<file path="src/rtl/ex_stage_ctrl_pkg.sv">
// Shared definitions for the execute-stage sequencer: datapath width, MUL opcode,
// ALUOp encodings and the sequencer state encoding.
package ex_stage_ctrl_pkg;

    localparam int          EX_WORD       = 64;
    localparam logic [10:0] EX_MUL_OPCODE = 11'h4D8;

    // ALUOp encodings understood by the execute datapath
    localparam logic [1:0]  ALUOP_ADD   = 2'b00;  // loads/stores: address add
    localparam logic [1:0]  ALUOP_CBZ   = 2'b01;  // pass operand B, zero flag drives CBZ
    localparam logic [1:0]  ALUOP_RTYPE = 2'b10;  // register-register arithmetic

    typedef enum logic [1:0] {
        ST_IDLE = 2'd0,
        ST_EXEC = 2'd1,
        ST_MUL  = 2'd2,
        ST_HOLD = 2'd3
    } ex_state_e;

endpackage

</file>
<file path="src/rtl/ex_stage_ctrl_if.sv">
// Decode-side, datapath-side and memory-side signals of the execute stage.
// slave  : view of the execute-stage sequencer itself.
// master : view of the surrounding pipeline (decode, datapath, memory stage).
interface ex_stage_ctrl_if #(
    parameter int WORD = 64
);
    // decode -> execute
    logic            id_valid;
    logic            id_ready;
    logic [WORD-1:0] id_pc;
    logic [WORD-1:0] id_rd1;
    logic [WORD-1:0] id_rd2;
    logic [WORD-1:0] id_imm;
    logic [10:0]     id_opcode;
    logic [1:0]      id_alu_op;
    logic            id_alu_src;
    logic            id_branch;
    logic            id_uncond;

    // execute register -> datapath
    logic [WORD-1:0] ex_pc;
    logic [WORD-1:0] ex_rd1;
    logic [WORD-1:0] ex_rd2;
    logic [WORD-1:0] ex_imm;
    logic [10:0]     ex_opcode;
    logic [1:0]      ex_alu_op;
    logic            ex_alu_src;

    // datapath -> sequencer
    logic [WORD-1:0] dp_alu_result;
    logic            dp_zero;
    logic [WORD-1:0] dp_branch_target;

    // execute -> memory stage / fetch
    logic            mem_valid;
    logic            mem_ready;
    logic [WORD-1:0] mem_result;
    logic [WORD-1:0] mem_store_data;
    logic            br_taken;
    logic [WORD-1:0] br_target;
    logic            busy;

    modport slave (
        input  id_valid, id_pc, id_rd1, id_rd2, id_imm, id_opcode,
               id_alu_op, id_alu_src, id_branch, id_uncond,
        output id_ready,
        output ex_pc, ex_rd1, ex_rd2, ex_imm, ex_opcode, ex_alu_op, ex_alu_src,
        input  dp_alu_result, dp_zero, dp_branch_target,
        output mem_valid, mem_result, mem_store_data, br_taken, br_target, busy,
        input  mem_ready
    );

    modport master (
        output id_valid, id_pc, id_rd1, id_rd2, id_imm, id_opcode,
               id_alu_op, id_alu_src, id_branch, id_uncond,
        input  id_ready,
        input  ex_pc, ex_rd1, ex_rd2, ex_imm, ex_opcode, ex_alu_op, ex_alu_src,
        output dp_alu_result, dp_zero, dp_branch_target,
        input  mem_valid, mem_result, mem_store_data, br_taken, br_target, busy,
        output mem_ready
    );

endinterface

</file>
<file path="src/rtl/ex_mul_seq.sv">
// Shift-add multiplier used by the execute stage for MUL. Loaded on start_i,
// then one partial product per cycle; product_o is the low WORD bits.
// MUL_EARLY_EXIT_EN: when defined, done_o rises as soon as the remaining
// multiplier bits are all zero instead of after a fixed WORD iterations.
module ex_mul_seq #(
    parameter int WORD = 64
) (
    input  logic            clk,
    input  logic            rst_n,
    input  logic            start_i,
    input  logic [WORD-1:0] mcand_i,
    input  logic [WORD-1:0] mplier_i,
    output logic            done_o,
    output logic [WORD-1:0] product_o
);

    localparam int             CW   = $clog2(WORD) + 1;
    localparam logic [CW-1:0]  LAST = CW'(WORD);

    logic            run_q;
    logic [CW-1:0]   cnt_q;
    logic [WORD-1:0] acc_q;
    logic [WORD-1:0] mcand_q;
    logic [WORD-1:0] mplier_q;

`ifdef MUL_EARLY_EXIT_EN
    // Once no multiplier bits remain, further iterations cannot change acc.
    assign done_o = run_q & ((mplier_q == '0) | (cnt_q == LAST));
`else
    assign done_o = run_q & (cnt_q == LAST);
`endif

    assign product_o = acc_q;

    // Load operands on start, then accumulate/shift one bit per cycle until done.
    always_ff @(posedge clk or negedge rst_n) begin
        if (!rst_n) begin
            run_q    <= 1'b0;
            cnt_q    <= '0;
            acc_q    <= '0;
            mcand_q  <= '0;
            mplier_q <= '0;
        end else if (start_i) begin
            run_q    <= 1'b1;
            cnt_q    <= '0;
            acc_q    <= '0;
            mcand_q  <= mcand_i;
            mplier_q <= mplier_i;
        end else if (run_q) begin
            if (done_o) begin
                run_q <= 1'b0;
            end else begin
                if (mplier_q[0]) begin
                    acc_q <= acc_q + mcand_q;
                end
                mcand_q  <= mcand_q << 1;
                mplier_q <= mplier_q >> 1;
                cnt_q    <= cnt_q + 1'b1;
            end
        end
    end

endmodule

</file>
<file path="src/rtl/ex_stage_ctrl.sv">
// Execute-stage sequencer: owns the ID/EX register, resolves branches with the
// external datapath, runs MUL on the shift-add sequencer and holds the result
// for the memory stage under valid/ready. A taken branch produces a one-cycle
// br_taken flush pulse during which no new instruction is accepted.
// Optional build macro: MUL_EARLY_EXIT_EN (early MUL termination, see ex_mul_seq).
module ex_stage_ctrl
    import ex_stage_ctrl_pkg::*;
#(
    parameter int          WORD       = EX_WORD,
    parameter logic [10:0] MUL_OPCODE = EX_MUL_OPCODE
) (
    input  logic               clk,
    input  logic               rst_n,
    ex_stage_ctrl_if.slave     bus
);

    ex_state_e       state_q;
    logic [WORD-1:0] ex_pc_q;
    logic [WORD-1:0] ex_rd1_q;
    logic [WORD-1:0] ex_rd2_q;
    logic [WORD-1:0] ex_imm_q;
    logic [10:0]     ex_opcode_q;
    logic [1:0]      ex_alu_op_q;
    logic            ex_alu_src_q;
    logic            id_branch_q;
    logic            id_uncond_q;
    logic [WORD-1:0] mem_result_q;
    logic            mem_valid_q;
    logic            br_taken_q;
    logic [WORD-1:0] br_target_q;

    logic            id_ready;
    logic            handshake;
    logic            is_mul;
    logic            taken;
    logic            mul_done;
    logic [WORD-1:0] mul_product;

    // Accept in IDLE, or in HOLD when the result drains this cycle and no flush is pending.
    always_comb begin
        id_ready = (state_q == ST_IDLE) |
                   ((state_q == ST_HOLD) & bus.mem_ready & ~br_taken_q);
    end

    assign handshake = bus.id_valid & id_ready;
    assign is_mul    = (bus.id_opcode == MUL_OPCODE);
    assign taken     = id_uncond_q | (id_branch_q & bus.dp_zero);

    ex_mul_seq #(
        .WORD (WORD)
    ) u_mul (
        .clk       (clk),
        .rst_n     (rst_n),
        .start_i   (handshake & is_mul),
        .mcand_i   (bus.id_rd1),
        .mplier_i  (bus.id_rd2),
        .done_o    (mul_done),
        .product_o (mul_product)
    );

    // Sequencer FSM with ID/EX capture and registered memory/branch outputs.
    always_ff @(posedge clk or negedge rst_n) begin
        if (!rst_n) begin
            state_q      <= ST_IDLE;
            ex_pc_q      <= '0;
            ex_rd1_q     <= '0;
            ex_rd2_q     <= '0;
            ex_imm_q     <= '0;
            ex_opcode_q  <= '0;
            ex_alu_op_q  <= '0;
            ex_alu_src_q <= 1'b0;
            id_branch_q  <= 1'b0;
            id_uncond_q  <= 1'b0;
            mem_result_q <= '0;
            mem_valid_q  <= 1'b0;
            br_taken_q   <= 1'b0;
            br_target_q  <= '0;
        end else begin
            // Handshakes only occur in IDLE or HOLD, so capture is state independent.
            if (handshake) begin
                ex_pc_q      <= bus.id_pc;
                ex_rd1_q     <= bus.id_rd1;
                ex_rd2_q     <= bus.id_rd2;
                ex_imm_q     <= bus.id_imm;
                ex_opcode_q  <= bus.id_opcode;
                ex_alu_op_q  <= bus.id_alu_op;
                ex_alu_src_q <= bus.id_alu_src;
                id_branch_q  <= bus.id_branch;
                id_uncond_q  <= bus.id_uncond;
            end

            case (state_q)
                ST_IDLE: begin
                    if (handshake) begin
                        state_q <= is_mul ? ST_MUL : ST_EXEC;
                    end
                end
                ST_EXEC: begin
                    mem_result_q <= bus.dp_alu_result;
                    br_taken_q   <= taken;
                    br_target_q  <= bus.dp_branch_target;
                    mem_valid_q  <= 1'b1;
                    state_q      <= ST_HOLD;
                end
                ST_MUL: begin
                    if (mul_done) begin
                        mem_result_q <= mul_product;
                        mem_valid_q  <= 1'b1;
                        state_q      <= ST_HOLD;
                    end
                end
                ST_HOLD: begin
                    // Flush pulse lasts exactly the first HOLD cycle.
                    br_taken_q <= 1'b0;
                    if (bus.mem_ready) begin
                        mem_valid_q <= 1'b0;
                        if (handshake) begin
                            state_q <= is_mul ? ST_MUL : ST_EXEC;
                        end else begin
                            state_q <= ST_IDLE;
                        end
                    end
                end
                default: state_q <= ST_IDLE;
            endcase
        end
    end

    assign bus.id_ready       = id_ready;
    assign bus.ex_pc          = ex_pc_q;
    assign bus.ex_rd1         = ex_rd1_q;
    assign bus.ex_rd2         = ex_rd2_q;
    assign bus.ex_imm         = ex_imm_q;
    assign bus.ex_opcode      = ex_opcode_q;
    assign bus.ex_alu_op      = ex_alu_op_q;
    assign bus.ex_alu_src     = ex_alu_src_q;
    assign bus.mem_valid      = mem_valid_q;
    assign bus.mem_result     = mem_result_q;
    assign bus.mem_store_data = ex_rd2_q;
    assign bus.br_taken       = br_taken_q;
    assign bus.br_target      = br_target_q;
    assign bus.busy           = (state_q != ST_IDLE);

endmodule

</file>
<file path="src/flat_wrapper.sv">
// flat-port wrapper written by rule: the top's interface ports become plain ports
module ex_stage_ctrl_flat import ex_stage_ctrl_pkg::*;
#(
    parameter int          WORD       = EX_WORD,
    parameter logic [10:0] MUL_OPCODE = EX_MUL_OPCODE
)
  (clk, rst_n, bus_id_valid, bus_id_pc, bus_id_rd1, bus_id_rd2, bus_id_imm, bus_id_opcode, bus_id_alu_op, bus_id_alu_src, bus_id_branch, bus_id_uncond, bus_id_ready, bus_ex_pc, bus_ex_rd1, bus_ex_rd2, bus_ex_imm, bus_ex_opcode, bus_ex_alu_op, bus_ex_alu_src, bus_dp_alu_result, bus_dp_zero, bus_dp_branch_target, bus_mem_valid, bus_mem_result, bus_mem_store_data, bus_br_taken, bus_br_target, bus_busy, bus_mem_ready);
  ex_stage_ctrl_if #(.WORD(WORD)) bus_i ();
  input  logic clk;
  input  logic rst_n;
  input wire logic [$bits(bus_i.id_valid)-1:0] bus_id_valid;
  input wire logic [$bits(bus_i.id_pc)-1:0] bus_id_pc;
  input wire logic [$bits(bus_i.id_rd1)-1:0] bus_id_rd1;
  input wire logic [$bits(bus_i.id_rd2)-1:0] bus_id_rd2;
  input wire logic [$bits(bus_i.id_imm)-1:0] bus_id_imm;
  input wire logic [$bits(bus_i.id_opcode)-1:0] bus_id_opcode;
  input wire logic [$bits(bus_i.id_alu_op)-1:0] bus_id_alu_op;
  input wire logic [$bits(bus_i.id_alu_src)-1:0] bus_id_alu_src;
  input wire logic [$bits(bus_i.id_branch)-1:0] bus_id_branch;
  input wire logic [$bits(bus_i.id_uncond)-1:0] bus_id_uncond;
  output wire logic [$bits(bus_i.id_ready)-1:0] bus_id_ready;
  output wire logic [$bits(bus_i.ex_pc)-1:0] bus_ex_pc;
  output wire logic [$bits(bus_i.ex_rd1)-1:0] bus_ex_rd1;
  output wire logic [$bits(bus_i.ex_rd2)-1:0] bus_ex_rd2;
  output wire logic [$bits(bus_i.ex_imm)-1:0] bus_ex_imm;
  output wire logic [$bits(bus_i.ex_opcode)-1:0] bus_ex_opcode;
  output wire logic [$bits(bus_i.ex_alu_op)-1:0] bus_ex_alu_op;
  output wire logic [$bits(bus_i.ex_alu_src)-1:0] bus_ex_alu_src;
  input wire logic [$bits(bus_i.dp_alu_result)-1:0] bus_dp_alu_result;
  input wire logic [$bits(bus_i.dp_zero)-1:0] bus_dp_zero;
  input wire logic [$bits(bus_i.dp_branch_target)-1:0] bus_dp_branch_target;
  output wire logic [$bits(bus_i.mem_valid)-1:0] bus_mem_valid;
  output wire logic [$bits(bus_i.mem_result)-1:0] bus_mem_result;
  output wire logic [$bits(bus_i.mem_store_data)-1:0] bus_mem_store_data;
  output wire logic [$bits(bus_i.br_taken)-1:0] bus_br_taken;
  output wire logic [$bits(bus_i.br_target)-1:0] bus_br_target;
  output wire logic [$bits(bus_i.busy)-1:0] bus_busy;
  input wire logic [$bits(bus_i.mem_ready)-1:0] bus_mem_ready;
  assign bus_i.id_valid = bus_id_valid;
  assign bus_i.id_pc = bus_id_pc;
  assign bus_i.id_rd1 = bus_id_rd1;
  assign bus_i.id_rd2 = bus_id_rd2;
  assign bus_i.id_imm = bus_id_imm;
  assign bus_i.id_opcode = bus_id_opcode;
  assign bus_i.id_alu_op = bus_id_alu_op;
  assign bus_i.id_alu_src = bus_id_alu_src;
  assign bus_i.id_branch = bus_id_branch;
  assign bus_i.id_uncond = bus_id_uncond;
  assign bus_id_ready = bus_i.id_ready;
  assign bus_ex_pc = bus_i.ex_pc;
  assign bus_ex_rd1 = bus_i.ex_rd1;
  assign bus_ex_rd2 = bus_i.ex_rd2;
  assign bus_ex_imm = bus_i.ex_imm;
  assign bus_ex_opcode = bus_i.ex_opcode;
  assign bus_ex_alu_op = bus_i.ex_alu_op;
  assign bus_ex_alu_src = bus_i.ex_alu_src;
  assign bus_i.dp_alu_result = bus_dp_alu_result;
  assign bus_i.dp_zero = bus_dp_zero;
  assign bus_i.dp_branch_target = bus_dp_branch_target;
  assign bus_mem_valid = bus_i.mem_valid;
  assign bus_mem_result = bus_i.mem_result;
  assign bus_mem_store_data = bus_i.mem_store_data;
  assign bus_br_taken = bus_i.br_taken;
  assign bus_br_target = bus_i.br_target;
  assign bus_busy = bus_i.busy;
  assign bus_i.mem_ready = bus_mem_ready;
  ex_stage_ctrl #(.WORD(WORD), .MUL_OPCODE(MUL_OPCODE)) u_core (.clk(clk), .rst_n(rst_n), .bus(bus_i));
endmodule
</file>
<file path="config.mk">
export PLATFORM = sky130hd
export DESIGN_NAME = ex_stage_ctrl_flat
export DESIGN_NICKNAME = d
export VERILOG_FILES = /design/src/rtl/ex_stage_ctrl_pkg.sv /design/src/rtl/ex_stage_ctrl_if.sv /design/src/rtl/ex_mul_seq.sv /design/src/rtl/ex_stage_ctrl.sv /design/src/flat_wrapper.sv
export SDC_FILE = /design/constraint.sdc
export NUM_CORES = 1
export LEC_CHECK = 0
export ABC_AREA = 0
export CAP_MARGIN = 20
export CORE_AREA = 2 2 339 341
export DETAILED_ROUTE_END_ITERATION = 10
export DIE_AREA = 0 0 341 343
export GPL_ROUTABILITY_DRIVEN = 0
export GPL_TIMING_DRIVEN = 0
export PLACE_DENSITY_LB_ADDON = 0.25
export SLEW_MARGIN = 20
export SYNTH_ARGS = -nofsm -noshare
export SYNTH_HDL_FRONTEND = slang
export SYNTH_SLANG_ARGS = --single-unit
</file>
<file path="constraint.sdc">
create_clock -name clk -period 3.6 [get_ports clk]
set_input_delay 0.36 -clock clk [delete_from_list [all_inputs] [get_ports clk]]
set_output_delay 0.36 -clock clk [all_outputs]
set_load 0.01 [all_outputs]
</file>
==> flow_metrics.env <==
export IMPL_drc=0
export IMPL_ioPinCount=871
export IMPL_setup_viol=0
export IMPL_grt_use_total=0.1980
export IMPL_antenna_found_initial=33
export IMPL_portBuffers=870
export IMPL_hp_class="input pin to asynchronous set/reset pin"
export IMPL_vias_per_cell=4.541
export IMPL_syn_to_final_growth_pct=47.98
export IMPL_path_depth=13
export IMPL_yosys_most_used_dff="dfrtp_1"
export IMPL_regToRegSetupSlack_ps=2
export IMPL_clock_latency_ps=640
export IMPL_status="finished clean"
export IMPL_drive_gt1_frac=0.07376
export IMPL_rr_endpoint="u_core.u_mul.product_o[56]$_DFFE_PN0P_"
export IMPL_path_cells="ha_4 -> inv_2 -> fa_2 -> and2b_1 -> a41oi_2 -> a211o_1 -> a211oi_2 -> o211ai_1 -> a2111o_1 -> a21oi_4 -> o21ai_4 -> or3_1 -> a31oi_1"
export IMPL_cp_slowest_stage_delay_ps=550
export IMPL_r2r_cells=13
export IMPL_coreArea_mm2=0.1134
export IMPL_stdcell_count=5783
export IMPL_die_area_mm2=0.1170
export IMPL_cts_tree="done"
export IMPL_hpwl_um=92090
export IMPL_p_leak_nw=18.80
export IMPL_dp_worst_setup_slack_ps=-493.7
export IMPL_num_fill_cells=11630
export IMPL_die_height_um=343
export IMPL_cts_root_buf="clkbuf_16"
export IMPL_initial_core_util=0.2507
export IMPL_core_rowCount=124
export IMPL_required_ps=4130
export IMPL_path_buf_inv=1
export IMPL_crit_path_end_kind="flop"
export IMPL_synth_top_area_share=0.5315
export IMPL_synth_avg_cell_area_um2=8.806
export IMPL_drt_initial_drc_count=1510
export IMPL_synthArstFlopShare=1.000
export IMPL_cts_sinks=604
export IMPL_worstMarginPinSlew_ps=1145
export IMPL_synth_distinct_cells=70
export IMPL_synth_warnings=0
export IMPL_start_kind="flop"
export IMPL_dr_pass1_iters=7
export IMPL_synth_area_mm2=0.02843
export IMPL_cpLargestDelayFamily="compound AO/OA/AOI/OAI gates"
export IMPL_first_global_vias=26530
export IMPL_synth_top_area_cell="dfrtp_1"
export IMPL_nets=4676
export IMPL_drv_cap=0
export IMPL_yosys_register_bits=604
export IMPL_finalMaxSlewViolations=0
export IMPL_fmax_ghz=0.2780
export IMPL_postRouteAntennaNets=0
export IMPL_period_needed_ps=3598
export IMPL_r2r_start="u_core.u_mul.mcand_q[0]$_DFFE_PN0P_"
export IMPL_rsz0062_at_grt="yes"
export IMPL_critical_path_arrival_ps=4130
export IMPL_synth_area_leaders="dfrtp_1 53%, nand2_1 16%, a21oi_1 3.3%"
export IMPL_hold_violations=0
export IMPL_wire_per_inst_um=20.65
export IMPL_chipWidth_um=341
export IMPL_wirelength_um=119400
export IMPL_fin_crit_sh=0.9993
export IMPL_h_tree_depth=3
export IMPL_relSlewSlack=0.2365
export IMPL_dpl_cell_count=5621
export IMPL_cts_inserted_buffers=76
export IMPL_yosysSeqAreaShare=0.5315
export IMPL_synth_cells=3229
export IMPL_grt_pass1_wl_um=173700
export IMPL_seq_area_mm2=0.01512
export IMPL_synth_edf_count=0
export IMPL_worst_path_max_fanout=4
export IMPL_max_vdd_ir_drop_mv=0.6196
export IMPL_cts_buffer_depth=3
export IMPL_syn_nets=3705
export IMPL_power_total_w=0.03790
export IMPL_clk_pin_slew_ps=60
export IMPL_via_count=26260
export IMPL_worst_slack_ps=2.462
export IMPL_clock_skew_ps=19.38
export IMPL_multiInputGateArea_mm2=0.01209
export IMPL_grt_max_degree=91
export IMPL_grt_ovfl_total=0
export IMPL_cp_slowest_cell="a2111o_1"
export IMPL_critical_path_class="flop to flop"
export IMPL_hold_slack_ps=243.2
export IMPL_power_density_mw_per_mm2=900.8
synth_stat cells (24+ instances only):
master,number
nand2_1,1218
mux2_2,64
xnor2_1,31
buf_4,64
nor2_1,249
clkbuf_1,184
dfrtp_1,604
a21oi_1,189
inv_1,33
o21ai_0,58
ha_1,70
nand4_1,24
mux2i_1,67
a21o_1,25
a31oi_1,133
report_power, final:
| group | internal [W] | total (W) | switching, W |
|---|---|---|---|
| combinational | 0.00851 | 0.0184 | 0.00985 |
| sequential | 0.00964 | 0.0117 | 0.00204 |
| clock | 0.00467 | 0.00786 | 0.00319 |
| total | 0.0228 | 0.0379 | 0.0151 |
metal layers:
metal  routed length (um)  global-route usage  up-vias
met1                48530              0.2364    12590
met4                 4295             0.07021        2
li1                     -                   -    12600
met5                   13                   0        -
met3                 8842             0.06084      223
met2                57730              0.3361      839
worst max path at each step:
stage,start,to,slack [ps]
2_1_floorplan,u_core.u_mul.mcand_q[0]$_DFFE_PN0P_,u_core.u_mul.product_o[56]$_DFFE_PN0P_,380
3_3_place_gp,rst_n,u_core.bus.ex_imm[15]$_DFFE_PN0P_,-27820
3_5_place_dp,bus_id_opcode[8],u_core.u_mul.mplier_q[61]$_DFFE_PN0P_,-490
4_1_cts,u_core.u_mul.product_o[0]$_DFFE_PN0P_,u_core.u_mul.product_o[56]$_DFFE_PN0P_,50
5_1_grt,u_core.u_mul.product_o[0]$_DFFE_PN0P_,u_core.u_mul.product_o[56]$_DFFE_PN0P_,-100
6_report,u_core.u_mul.mcand_q[0]$_DFFE_PN0P_,u_core.u_mul.product_o[56]$_DFFE_PN0P_,2
sequential cells by signal (all words and copies together), names as in the netlist, 2 cells and up:
signal / count
u_core.bus.br_target: 64
u_core.bus.ex_imm: 64
u_core.bus.ex_opcode: 11
u_core.bus.ex_rd1: 64
u_core.state_q: 2
u_core.bus.ex_pc: 64
u_core.u_mul.product_o: 64
u_core.u_mul.mplier_q: 64
u_core.bus.ex_rd2: 64
u_core.bus.mem_result: 64
u_core.u_mul.cnt_q: 7
u_core.u_mul.mcand_q: 64
u_core.bus.ex_alu_op: 2
layout make-up:
cell class,instances,area share
Tap cell,1512,0.04496
Timing Repair Buffer,893,0.2155
Clock buffer,108,0.05287
Sequential cell,604,0.3593
Inverter,33,0.002944
Antenna cell,14,0.0008326
Buffer,257,0.02908
Clock inverter,27,0.007196
Multi-Input combinational cell,2335,0.2873
what timing repair did:
item | 4_1_cts | 5_1_grt
setup buffers | 6 | 6
pin swaps | 7 | 11
hold buffers | 1 | 0
gates resized for setup | 9 | 18
endpoints found under the hold margin | 54 | 0
endpoints found under the setup margin | 70 | 11
layout by cell type (no fill, tap or decap), drive strengths merged, types with 16 or more instances in the layout:
master | Yosys | final
xnor2 | 31 | 31
a31oi | 133 | 133
o21ai | 61 | 61
nor2 | 249 | 249
dfrtp | 604 | 604
a21oi | 190 | 190
clkdlybuf4s50 | 0 | 869
xor2 | 22 | 22
nor3 | 18 | 18
a21o | 25 | 25
mux2i | 67 | 67
nand2 | 1218 | 1218
buf | 72 | 95
inv | 33 | 38
o21bai | 16 | 16
nand4 | 24 | 24
clkbuf | 185 | 292
mux2 | 64 | 64
ha | 70 | 70
nand3 | 23 | 23
per-stage QoR:
| step | util | TNS [ps] | area [um2] |
|---|---|---|---|
| 5_1_grt | 0.3709 | -178.2 | 42060 |
| 4_1_cts | 0.3696 | 0 | 41920 |
| 6_report | 0.3710 | 0 | 42080 |
| 3_5_place_dp | 0.3465 | -40170 | 39300 |
| 2_1_floorplan | - | 0 | 28430 |
| 3_3_place_gp | 0.3442 | - | 39030 |
kinds of logic (layout without fill, tap and decap cells):
family	after synthesis	count (layout)	share of synthesized area
other	0	14	0
muxes	131	131	0.04893
DFF	604	604	0.5315
xor gates and xnor gates	53	53	0.01632
and+or+nand+nor	1592	1592	0.2205
AOI/OAI and AO/OA	488	488	0.1043
buffers and inverters	290	1318	0.04682
adders and majority gates	71	71	0.03151
No activity file was read; power rests on OpenSTA's default activity.
